<file path="config.mk">
export PLATFORM = sky130hd
export DESIGN_NAME = fir_output_stage
export DESIGN_NICKNAME = d
export VERILOG_FILES = /design/src/rtl/fir_pkg.sv /design/src/rtl/fir_out_fifo.sv /design/src/rtl/fir_output_stage.sv
export SDC_FILE = /design/constraint.sdc
export NUM_CORES = 1
export LEC_CHECK = 0
export CAP_MARGIN = 15
export CORE_MARGIN = 2
export CORE_UTILIZATION = 35
export DETAILED_ROUTE_END_ITERATION = 6
export PLACE_DENSITY = 0.62
export SLEW_MARGIN = 25
export SYNTH_ARGS = -nofsm -noshare
export SYNTH_HDL_FRONTEND = slang
export SYNTH_SLANG_ARGS = --single-unit
export TNS_END_PERCENT = 10
</file>
<file path="constraint.sdc">
create_clock -name clock -period 2.8 [get_ports clock]
set_input_delay 0.56 -clock clock [delete_from_list [all_inputs] [get_ports clock]]
set_output_delay 0.56 -clock clock [all_outputs]
set_load 0.05 [all_outputs]
</file>
<file path="src/rtl/fir_pkg.sv">
// Shared definitions for the FIR output stage and the MAC chain that feeds it.
package fir_pkg;

  // Widths shared with the MAC tap instantiation.
  localparam int ACC_W_DEF = 24;
  localparam int OUT_W_DEF = 12;
  localparam int SHIFT_DEF = 11;

  // Dropped-result counter type and its saturation value.
  typedef logic [7:0] drop_cnt_t;
  localparam drop_cnt_t DROP_CNT_MAX = 8'hFF;

  // Largest representable signed sample of the given width.
  function automatic int sat_max(input int out_w);
    return (1 << (out_w - 1)) - 1;
  endfunction

  // Most negative representable signed sample of the given width.
  function automatic int sat_min(input int out_w);
    return -(1 << (out_w - 1));
  endfunction

endpackage

</file>
<file path="src/rtl/fir_out_fifo.sv">
// Synchronous first-word-fall-through FIFO with occupancy count.
// A write while full is accepted only if a read happens in the same cycle.
module fir_out_fifo import fir_pkg::*; #(
  parameter int W     = 12,
  parameter int DEPTH = 4
) (
  input  logic         clock,
  input  logic         reset,
  input  logic         wr_en_i,
  input  logic [W-1:0] wr_data_i,
  input  logic         rd_en_i,
  output logic [W-1:0] rd_data_o,
  output logic         full_o,
  output logic         empty_o
);

  localparam int AW = $clog2(DEPTH);

  logic [W-1:0]  mem_q [DEPTH];
  logic [AW-1:0] wr_ptr_q, wr_ptr_d;
  logic [AW-1:0] rd_ptr_q, rd_ptr_d;
  logic [AW:0]   cnt_q, cnt_d;
  logic          do_wr, do_rd;

  assign full_o    = (cnt_q == (AW + 1)'(DEPTH));
  assign empty_o   = (cnt_q == '0);
  assign do_rd     = rd_en_i && !empty_o;
  assign do_wr     = wr_en_i && (!full_o || do_rd);
  assign rd_data_o = mem_q[rd_ptr_q];

  // Next pointers and occupancy; pointers wrap naturally modulo DEPTH.
  // NOTE: every always_comb output gets a default first so no latch is inferred.
  always_comb begin
    wr_ptr_d = wr_ptr_q;
    rd_ptr_d = rd_ptr_q;
    cnt_d    = cnt_q;
    if (do_wr) wr_ptr_d = wr_ptr_q + AW'(1);
    if (do_rd) rd_ptr_d = rd_ptr_q + AW'(1);
    case ({do_wr, do_rd})
      2'b10:   cnt_d = cnt_q + (AW + 1)'(1);
      2'b01:   cnt_d = cnt_q - (AW + 1)'(1);
      default: cnt_d = cnt_q;
    endcase
  end

  // Pointer and count registers.
  // NOTE: sequential state uses non-blocking assignments; reset is asynchronous.
  always_ff @(posedge clock or posedge reset) begin
    if (reset) begin
      wr_ptr_q <= '0;
      rd_ptr_q <= '0;
      cnt_q    <= '0;
    end else begin
      wr_ptr_q <= wr_ptr_d;
      rd_ptr_q <= rd_ptr_d;
      cnt_q    <= cnt_d;
    end
  end

  // Storage array.
  // NOTE: storage is not reset; stale contents are unreachable while the count is zero.
  always_ff @(posedge clock) begin
    if (do_wr) mem_q[wr_ptr_q] <= wr_data_i;
  end

endmodule

</file>
<file path="src/rtl/fir_output_stage.sv">
// Terminal stage of the FIR chain: aligns valid with the last tap sum,
// rounds half-up, shifts, saturates, buffers results in a FWFT FIFO and
// keeps sticky saturation/overflow status plus a saturating drop counter.
module fir_output_stage import fir_pkg::*; #(
  parameter int ACC_W      = ACC_W_DEF,
  parameter int OUT_W      = OUT_W_DEF,
  parameter int SHIFT      = SHIFT_DEF,
  parameter int VALID_DLY  = 16,
  parameter int FIFO_DEPTH = 4
) (
  input  logic             clock,
  input  logic             reset,
  input  logic             in_valid,
  input  logic [ACC_W-1:0] acc_in,
  output logic [OUT_W-1:0] out_data,
  output logic             out_valid,
  input  logic             out_ready,
  input  logic             clear_flags,
  output logic             sat_flag,
  output logic             ovf_flag,
  output drop_cnt_t        drop_cnt
);

  // One guard bit above the accumulator keeps the rounding add from wrapping.
  localparam int RW = ACC_W + 1;
  localparam logic signed [RW-1:0] RND_C  = RW'(1) << (SHIFT - 1);
  localparam logic signed [RW-1:0] SAT_HI = RW'(sat_max(OUT_W));
  localparam logic signed [RW-1:0] SAT_LO = RW'(sat_min(OUT_W));
  localparam logic [OUT_W-1:0]     OUT_HI = SAT_HI[OUT_W-1:0];
  localparam logic [OUT_W-1:0]     OUT_LO = SAT_LO[OUT_W-1:0];

  logic [VALID_DLY-1:0]  vdly_q;
  logic                  acc_qual;
  logic signed [RW-1:0]  rnd_q, rnd_d;
  logic                  r_vld_q;
  logic signed [RW-1:0]  shr;
  logic                  clamp;
  logic [OUT_W-1:0]      s_data_q, s_data_d;
  logic                  s_vld_q;
  logic                  fifo_full, fifo_empty;
  logic [OUT_W-1:0]      fifo_head;
  logic                  pop, drop;
  logic                  sat_q, sat_d;
  logic                  ovf_q, ovf_d;
  drop_cnt_t             drop_q, drop_d;

  // Valid delay line: in_valid reaches acc_qual when its sum reaches acc_in.
  generate
    if (VALID_DLY == 1) begin : g_dly1
      always_ff @(posedge clock or posedge reset) begin
        if (reset) vdly_q <= '0;
        else       vdly_q <= in_valid;
      end
    end else begin : g_dlyn
      always_ff @(posedge clock or posedge reset) begin
        if (reset) vdly_q <= '0;
        else       vdly_q <= {vdly_q[VALID_DLY-2:0], in_valid};
      end
    end
  endgenerate

  assign acc_qual = vdly_q[VALID_DLY-1];

  // Stage R: sign-extend and add half an output LSB (round half toward +inf).
  assign rnd_d = $signed({acc_in[ACC_W-1], acc_in}) + RND_C;

  // Stage R register; data only loads on a qualified sum.
  always_ff @(posedge clock or posedge reset) begin
    if (reset) begin
      rnd_q   <= '0;
      r_vld_q <= 1'b0;
    end else begin
      r_vld_q <= acc_qual;
      if (acc_qual) rnd_q <= rnd_d;
    end
  end

  // Stage S logic: drop fractional bits, clamp to the output range.
  always_comb begin
    shr      = rnd_q >>> SHIFT;
    clamp    = 1'b0;
    s_data_d = shr[OUT_W-1:0];
    if (shr > SAT_HI) begin
      s_data_d = OUT_HI;
      clamp    = 1'b1;
    end else if (shr < SAT_LO) begin
      s_data_d = OUT_LO;
      clamp    = 1'b1;
    end
  end

  // Stage S register; its valid drives the FIFO write.
  always_ff @(posedge clock or posedge reset) begin
    if (reset) begin
      s_data_q <= '0;
      s_vld_q  <= 1'b0;
    end else begin
      s_vld_q <= r_vld_q;
      if (r_vld_q) s_data_q <= s_data_d;
    end
  end

  fir_out_fifo #(
    .W     (OUT_W),
    .DEPTH (FIFO_DEPTH)
  ) u_fifo (
    .clock     (clock),
    .reset     (reset),
    .wr_en_i   (s_vld_q),
    .wr_data_i (s_data_q),
    .rd_en_i   (pop),
    .rd_data_o (fifo_head),
    .full_o    (fifo_full),
    .empty_o   (fifo_empty)
  );

  assign out_valid = !fifo_empty;
  assign out_data  = fifo_empty ? '0 : fifo_head;
  assign pop       = out_valid && out_ready;
  // A full FIFO only loses the result when nothing leaves in the same cycle.
  assign drop      = s_vld_q && fifo_full && !pop;

  // Sticky status next-state; a coincident set event overrides clear_flags.
  always_comb begin
    sat_d  = sat_q;
    ovf_d  = ovf_q;
    drop_d = drop_q;
    if (clear_flags) begin
      sat_d  = 1'b0;
      ovf_d  = 1'b0;
      drop_d = '0;
    end
    if (r_vld_q && clamp) sat_d = 1'b1;
    if (drop) begin
      ovf_d = 1'b1;
      if (drop_d != DROP_CNT_MAX) drop_d = drop_d + drop_cnt_t'(1);
    end
  end

  // Sticky status registers.
  always_ff @(posedge clock or posedge reset) begin
    if (reset) begin
      sat_q  <= 1'b0;
      ovf_q  <= 1'b0;
      drop_q <= '0;
    end else begin
      sat_q  <= sat_d;
      ovf_q  <= ovf_d;
      drop_q <= drop_d;
    end
  end

  assign sat_flag = sat_q;
  assign ovf_flag = ovf_q;
  assign drop_cnt = drop_q;

endmodule

</file>
==> results of run 1 <==
area by class of cell:
cell class,instances,area share
well taps,172,0.0394
multi-input cells,174,0.262
clock inverters,7,0.0126
repair buffers,52,0.0870
flip-flops and latches,109,0.543
inverters,22,0.0151
clock buffers,9,0.0412
how the worst max path moves through the flow:
stage | end | slack [ns]
global route | out_valid | 0.20
detailed placement | u_fifo.cnt_q[2] | 0.18
floorplan | u_fifo.cnt_q[2] | 0.56
global placement | u_fifo.cnt_q[2] | 0.27
finish | out_valid | 0.24
CTS | out_valid | 0.19
cell families (layout without fill, tap and decap cells):
logic type / count (synthesis) / count (layout) / share of synthesized area
multiplexers: 19 / 19 / 0.0779
flip-flops: 109 / 109 / 0.653
buffers and inverters: 35 / 90 / 0.0314
adder cells (fa/ha/maj): 8 / 8 / 0.0237
AO/OA/AOI/OAI: 41 / 41 / 0.0534
AND/OR/NAND/NOR: 83 / 83 / 0.116
XOR/XNOR: 23 / 23 / 0.0443
registers in the layout, indices dropped and copies added, names as in the netlist:
signal and count:
u_fifo.mem_q 48, vdly_q 16, rnd_q 14, s_data_q 12, drop_cnt 8, u_fifo.cnt_q 3
u_fifo.rd_ptr_q 2, u_fifo.wr_ptr_q 2, ovf_flag 1, r_vld_q 1, s_vld_q 1, sat_flag 1
critical path, delay by kind of cell, from the launching register on:
kind                   cells  cell delay, ns
and+or+nand+nor            1            0.48
buffers and inverters      1            0.74
DFF                        1            0.43
per-layer routing:
layer,part of all wire,global-route usage,up-vias
met4,0.012,0.0497,0
li1,-,-,1239
met3,0.026,0.0213,7
met1,0.49,0.156,1161
met2,0.48,0.173,42
met5,0,0,-
power by group:
part	total, mW	internal [mW]	switching [mW]
Combinational	1.66	0.668	0.991
Sequential	2.16	1.98	0.180
Clock	1.24	0.634	0.605
cells in the final DEF (no fill, tap or decap), types with 12 or more instances in the layout:
cell type        count
mux4_2              12
buf_4               22
xnor2_1             16
and2_1              18
edfxtp_1            48
nor2_1              19
inv_1               21
dfrtp_1             61
clkdlybuf4s50_1     29
a21oi_1             12
==> results.txt, run 1 <==
----------------------------------------------------
[Cells and area]
  Number of non-filler instances in the completed layout ... 545
  Antenna fix cells ... 0
  Proportion of layout cells with a drive suffix above 1 ... 0.182
  Net total in the final layout ... 405
  Sequential cell area ... 2970 sq um
  Number of fill cells ... 1174
  Area Overhead vs Synth ... 20.4%
  Core occupancy in the finished layout ... 0.432
  Multi-input combinational cell area ... 1430 sq um
  Design area ... 5470 sq um

[Flow run]
  Maxcap violations ... 0

[Route]
  Wire per inst ... 13.4 microns
  DRT Pass-1 Iters ... 4
  WL final ... 7.32 mm
  Via total after detailed routing ... 2449
  # DRC ... 0
  Detail-routed via count per cell ... 4.49
  Initial DRC count ... 180
  Antenna Nets Post-Route ... 0

[GRT]
  Pin count of the biggest net entering global routing ... 62
  Tot GR Track Use ... 0.113
  Via count of the first global-routing pass ... 2454
  Wire length of the first global-routing pass ... 12.5 mm
  Global-route congestion overflow total ... 0
  Initial antenna violation count ... 0

[Floorplan]
  Die height ... 118 microns
  Area of the die ... 13900 sq um
  Core Area ... 12700 sq um
  Total I/O pin count ... 52
  Num rows ... 41
  Starting utilization of the core area ... 0.359
  Die Width ... 118 microns

[Setup path]
  Stage delay of the slowest cell on the critical path ... 0.74 ns
  Critical-path cell with the highest stage delay ... clkdlybuf4s50_1
  Crit path cell chain ... or3_1, clkdlybuf4s50_1
  Worst Path Class, Setup ... register to output pin
  Required time at the endpoint of the critical path ... 2.24 ns
  Worst-path fanout max ... 3
  Crit Reg-Reg Startpoint ... u_fifo.cnt_q[1]
  Timing startpoint of the critical path ... u_fifo.cnt_q[1]
  Worst r2r dst ... u_fifo.cnt_q[2]
  Type of origin of the critical path ... register
  Flop-to-flop setup slack ... 0.70 ns
  Register-to-Register Path Depth ... 8
  Critical Path AT ... 2.00 ns
  Crit path capture type ... output pin

[Yosys]
  Most instantiated cells after synthesis ... dfrtp_1, edfxtp_1, inv_1, nor2_1, and2_1
  Post-Synthesis Mean Instance Area ... 14.3 sq um
  Leading area contributor after synthesis ... dfrtp_1
  Main area contributors after synthesis ... dfrtp_1, edfxtp_1, mux4_2
  Number of synthesized flops with an enable pin ... 48
  Register area share after synthesis ... 0.653
  Yosys reg bits ... 109
  Fraction of registers with async set or reset after synthesis ... 0.560
  Count of warnings emitted by yosys ... 0
  Post-synthesis instance area ... 4540 sq um
  Synthesized netlist cell count ... 318
  Most instantiated library cell after synthesis ... dfrtp_1
  Yosys top cell area share ... 0.336
  Post-synth top flop ... dfrtp_1
  Cell variety after synth ... 40
  Net count after synthesis ... 355

[Timing]
  Relative slew margins ... 0.478
  Top achievable clock speed ... 0.391 GHz
  Minimum clock period after layout ... 2.56 ns
  Tightest hold margin ... 0.350 ns
  Count of pins over their slew limit ... 0
  Setup violation total in the final timing report ... 0
  Setup TNS ... 0 ns
  Worst path setup slack after routing ... 0.244 ns
  Layout Skew ... 0.00947 ns
  Ratio of final minimum period to clock period ... 0.913
  Count of endpoints failing hold in the final timing report ... 0
  Slew at the pin with the worst max-slew slack ... 0.782 ns
  Unrepaired setup endpoints after global routing ... no

[Placed design]
  Placed cell areas ... 5170 sq um
  Quantity of I/O buffers inserted on ports ... 41
  Detailed-placement wirelength estimate ... 5.14 mm
  Placed cells ... 529
  Pre-CTS setup slack ... 0.181 ns
  Global placer's final weighted congestion ... 0.790

[Pwr]
  Largest vdd supply drop ... 0.328 mV
  Post-layout power ... 5.05 mW
  P_leak ... 2.15 nW
  Pwr per Cell Area ... 924 nW/um^2

[Clocking]
  Clock root buffer master ... clkbuf_16
  Clock transition at path regs ... 0.07 ns
  Count of hold-fix buffers inserted at cts ... 0
  Maximum buffer depth of the clock tree ... 2
  Total number of clock tree sinks ... 109
  Clk Latency, worst-skew pair ... 0.34 ns
  Count of instances resized after the clock tree is built ... 0
  Clock tree from TritonCTS ... yes
  Number of CTS-inserted buffers ... 9
  Post-CTS setup buffer count ... 0
  CTS HTree Levels ... 3

[Min path]
  Hold path endpoint ... vdly_q[13]
  Worst Hold Class ... register to register
  Startpoint of the most critical hold path ... vdly_q[12]
  Hold-critical path depth ... 0

[Status]
  Outcome ... completed

----------------------------------------------------
No activity file was read; power rests on OpenSTA's default activity.
==> run 2, diff against run 1 <==
ABC_AREA = 1   (was default)
==> run 2 against run 1 <==
  * Sequential share of layout area is 1.1 points lower
  * Largest cell class unchanged
  * Clock power is 6% lower
  * Critical path depth increased by 4
  * Critical endpoint is now out_data[9]
  * Largest power group unchanged
  * Global-route usage up 2.6 points
  * Hold slack got worse by 0.0044 ns
==> results.txt, run 2 <==
----------------------------------------------------
[Placed design]
  Pre-CTS setup slack ... 0.223 ns (was 0.181 ns)
  Placed cell areas ... 5310 sq um (was 5170 sq um)
  Detailed-placement wirelength estimate ... 6.00 mm (was 5.14 mm)
  Placed cells ... 671 (was 529)
  Global placer's final weighted congestion ... 0.788 (was 0.790)
  Quantity of I/O buffers inserted on ports ... 41 (unchanged)

[Setup path]
  Worst Path Class, Setup ... register to output pin (unchanged)
  Flop-to-flop setup slack ... 0.76 ns (was 0.70 ns)
  Crit path capture type ... output pin (unchanged)
  Register-to-Register Path Depth ... 8 (unchanged)
  Worst-path fanout max ... 16 (was 3)
  Required time at the endpoint of the critical path ... 2.24 ns (about the same)
  Type of origin of the critical path ... register (unchanged)
  Critical Path AT ... 1.94 ns (was 2.00 ns)
  Worst r2r dst ... u_fifo.cnt_q[1] (was u_fifo.cnt_q[2])
  Crit Reg-Reg Startpoint ... u_fifo.cnt_q[1] (unchanged)

[Yosys]
  Yosys top cell area share ... 0.325 (was 0.336)
  Post-synthesis instance area ... 4700 sq um (was 4540 sq um)
  Most instantiated library cell after synthesis ... nor2_1 (was dfrtp_1)
  Yosys reg bits ... 109 (unchanged)
  Net count after synthesis ... 497 (was 355)
  Cell variety after synth ... 34 (was 40)
  Fraction of the mapped netlist area in simple logic gates ... 0.193 (was 0.116)
  Post-synth top flop ... dfrtp_1 (unchanged)
  Leading area contributor after synthesis ... dfrtp_1 (unchanged)
  Synthesized-area fraction occupied by adder cells ... 0.0229 (was 0.0237)
  Post-synthesis mux area share ... 0 (was 0.0779)
  Number of synthesized flops with an enable pin ... 48 (unchanged)
  Register area share after synthesis ... 0.632 (was 0.653)
  Main area contributors after synthesis ... dfrtp_1, edfxtp_1, nor2_1 (was dfrtp_1, edfxtp_1, mux4_2)
  Post-synthesis share of cell area spent on xor and xnor gates ... 0.0149 (was 0.0443)
  Count of warnings emitted by yosys ... 0 (unchanged)
  Area fraction in compound gates after synthesis ... 0.0818 (was 0.0534)
  Fraction of registers with async set or reset after synthesis ... 0.560 (unchanged)
  Most instantiated cells after synthesis ... nor2_1, nand2_1, dfrtp_1, edfxtp_1, inv_1 (was dfrtp_1, edfxtp_1, inv_1, nor2_1, and2_1)
  Post-Synthesis Mean Instance Area ... 10.2 sq um (was 14.3 sq um)
  Main combinational cell family by area after synthesis ... simple AND/OR/NAND/NOR gates (unchanged)
  Synthesized netlist cell count ... 460 (was 318)

[Route]
  Antenna Nets Post-Route ... 0 (unchanged)
  DRT Pass-1 Iters ... 4 (unchanged)
  Initial DRC count ... 207 (was 180)
  # DRC ... 0 (unchanged)
  Wire per inst ... 13.0 microns (was 13.4 microns)
  Detail-routed via count per cell ... 4.56 (was 4.49)
  Via total after detailed routing ... 3132 (was 2449)
  WL final ... 8.91 mm (was 7.32 mm)

[Min path]
  Worst Hold Class ... register to register (unchanged)
  Hold-critical path depth ... 0 (unchanged)
  Hold path endpoint ... vdly_q[13] (unchanged)
  Startpoint of the most critical hold path ... vdly_q[12] (unchanged)

[Timing]
  Setup violation total in the final timing report ... 0 (unchanged)
  Worst path setup slack after routing ... 0.297 ns (was 0.244 ns)
  Count of endpoints failing hold in the final timing report ... 0 (unchanged)
  Count of pins over their slew limit ... 0 (unchanged)
  Unrepaired setup endpoints after global routing ... no (unchanged)
  Layout Skew ... 0.0102 ns (was 0.00947 ns)
  Ratio of final minimum period to clock period ... 0.894 (was 0.913)
  Top achievable clock speed ... 0.400 GHz (was 0.391 GHz)
  Minimum clock period after layout ... 2.50 ns (was 2.56 ns)
  Relative slew margins ... 0.482 (was 0.478)
  Setup TNS ... 0 ns (unchanged)
  Slew at the pin with the worst max-slew slack ... 0.777 ns (was 0.782 ns)

[Pwr]
  Net Sw Frac ... 0.392 (was 0.351)
  Clock share of power ... 0.225 (was 0.245)
  Largest vdd supply drop ... 0.343 mV (was 0.328 mV)
  Pwr per Cell Area ... 936 nW/um^2 (was 924 nW/um^2)
  Sequential share of power ... 0.409 (was 0.427)
  P_leak ... 2.37 nW (was 2.15 nW)
  P_int ... 3.17 mW (was 3.28 mW)
  Switching power total ... 2.05 mW (was 1.78 mW)
  Combinational power share ... 0.367 (was 0.328)

[GRT]
  Pin count of the biggest net entering global routing ... 36 (was 62)
  Wire length of the first global-routing pass ... 15.4 mm (was 12.5 mm)
  Global-route congestion overflow total ... 0 (unchanged)
  Via count of the first global-routing pass ... 3094 (was 2454)
  Initial antenna violation count ... 0 (unchanged)
  Tot GR Track Use ... 0.139 (was 0.113)

[Floorplan]
  Die height ... 120 microns (was 118 microns)
  Core Area ... 13200 sq um (was 12700 sq um)
  Area of the die ... 14400 sq um (was 13900 sq um)
  Total I/O pin count ... 52 (unchanged)
  Die Width ... 120 microns (was 118 microns)
  Num rows ... 42 (was 41)
  Starting utilization of the core area ... 0.356 (was 0.359)

[Clocking]
  Count of instances resized after the clock tree is built ... 0 (unchanged)
  CTS HTree Levels ... 3 (unchanged)
  Clock transition at path regs ... 0.07 ns (about the same)
  Maximum buffer depth of the clock tree ... 2 (unchanged)
  Total number of clock tree sinks ... 109 (unchanged)
  Clock tree from TritonCTS ... yes (unchanged)
  Clock root buffer master ... clkbuf_16 (unchanged)
  Number of CTS-inserted buffers ... 9 (unchanged)
  Count of hold-fix buffers inserted at cts ... 0 (unchanged)
  Post-CTS setup buffer count ... 0 (unchanged)
  Clk Latency, worst-skew pair ... 0.34 ns (about the same)

[Cells and area]
  Number of fill cells ... 1258 (was 1174)
  Design area ... 5580 sq um (was 5470 sq um)
  Highest-count cells in the layout ignoring fill and taps ... nor2_1, nand2_1, dfrtp_1 (was dfrtp_1, edfxtp_1, clkdlybuf4s50_1)
  Antenna fix cells ... 0 (unchanged)
  Largest register FFs ... 48 (unchanged)
  Multi-input combinational cell area ... 1470 sq um (was 1430 sq um)
  Net total in the final layout ... 543 (was 405)
  Area Overhead vs Synth ... 18.7% (was 20.4%)
  Number of non-filler instances in the completed layout ... 687 (was 545)
  Proportion of layout cells with a drive suffix above 1 ... 0.112 (was 0.182)
  Biggest regs ... u_fifo.mem_q (48), vdly_q (16), rnd_q (14) (unchanged)
  Sequential cell area ... 2970 sq um (unchanged)
  Most flop-heavy register ... u_fifo.mem_q (unchanged)
  Core occupancy in the finished layout ... 0.423 (was 0.432)
  Most frequent standard cell in the layout excluding fill and tap cells ... nor2_1 (was dfrtp_1)

[Flow run]
  Maxcap violations ... 0 (unchanged)

[Status]
  Outcome ... completed (unchanged)

----------------------------------------------------
==> run 2: worst max-delay path, stage by stage, from the launching register on <==
cell	delay (ns)
dfrtp_1	0.66
buf_12	0.21
nor2_1	0.05
nor2_1	0.08
o21ai_0	0.10
a21oi_1	0.24
buf_4	0.25
==> run 2: metrics by stage <==
step / power, mW / hold WS [ns]
finish: 5.22 / 0.346
global placement: 4.05 / 0.337
CTS: 5.28 / 0.351
global route: 5.54 / 0.355
floorplan: 3.50 / 0.331
detailed placement: 4.10 / 0.337
==> run 2: logic make-up (layout without fill, tap and decap cells) <==
| logic type | Yosys count | after routing |
|---|---|---|
| simple gates | 201 | 201 |
| flops | 109 | 109 |
| compound gates | 71 | 71 |
| buf+inv | 63 | 114 |
| fa+ha+maj | 8 | 8 |
| xor+xnor | 8 | 8 |
==> run 2: cell type report <==
type                            instances  area share
Clock buffer                           12      0.0424
Clock inverter                          4     0.00606
Sequential cell                       109       0.532
Inverter                               50      0.0341
Multi-Input combinational cell        288       0.264
Timing Repair Buffer                   48      0.0821
Tap cell                              176      0.0395
==> run 2: worst max-delay path by stage <==
| stage | start | endpoint | slack (ns) |
|---|---|---|---|
| floorplan | u_fifo.cnt_q[0] | out_data[10] | 0.54 |
| finish | u_fifo.rd_ptr_q[0] | out_data[9] | 0.30 |
| global route | u_fifo.rd_ptr_q[0] | out_data[9] | 0.10 |
| global placement | out_ready | u_fifo.cnt_q[2] | 0.23 |
| detailed placement | out_ready | u_fifo.cnt_q[2] | 0.22 |
| CTS | u_fifo.rd_ptr_q[0] | out_data[7] | 0.29 |
==> run 2: metal layers <==
layer | vias to the layer above | part of all wire | GRT usage
li1 | 1603 | - | -
met1 | 1446 | 0.49 | 0.195
met2 | 75 | 0.44 | 0.211
met3 | 8 | 0.056 | 0.0380
met4 | 0 | 0.012 | 0.0397
met5 | - | 0 | 0
==> run 2: power groups by stage <==
stage / combinational, mW / sequential [mW] / clock (mW)
finish: 1.92 / 2.13 / 1.17
global route: 2.10 / 2.17 / 1.28
CTS: 1.94 / 2.13 / 1.21
detailed placement: 1.93 / 2.17 / 0
global placement: 1.90 / 2.15 / 0
floorplan: 1.38 / 2.13 / 0
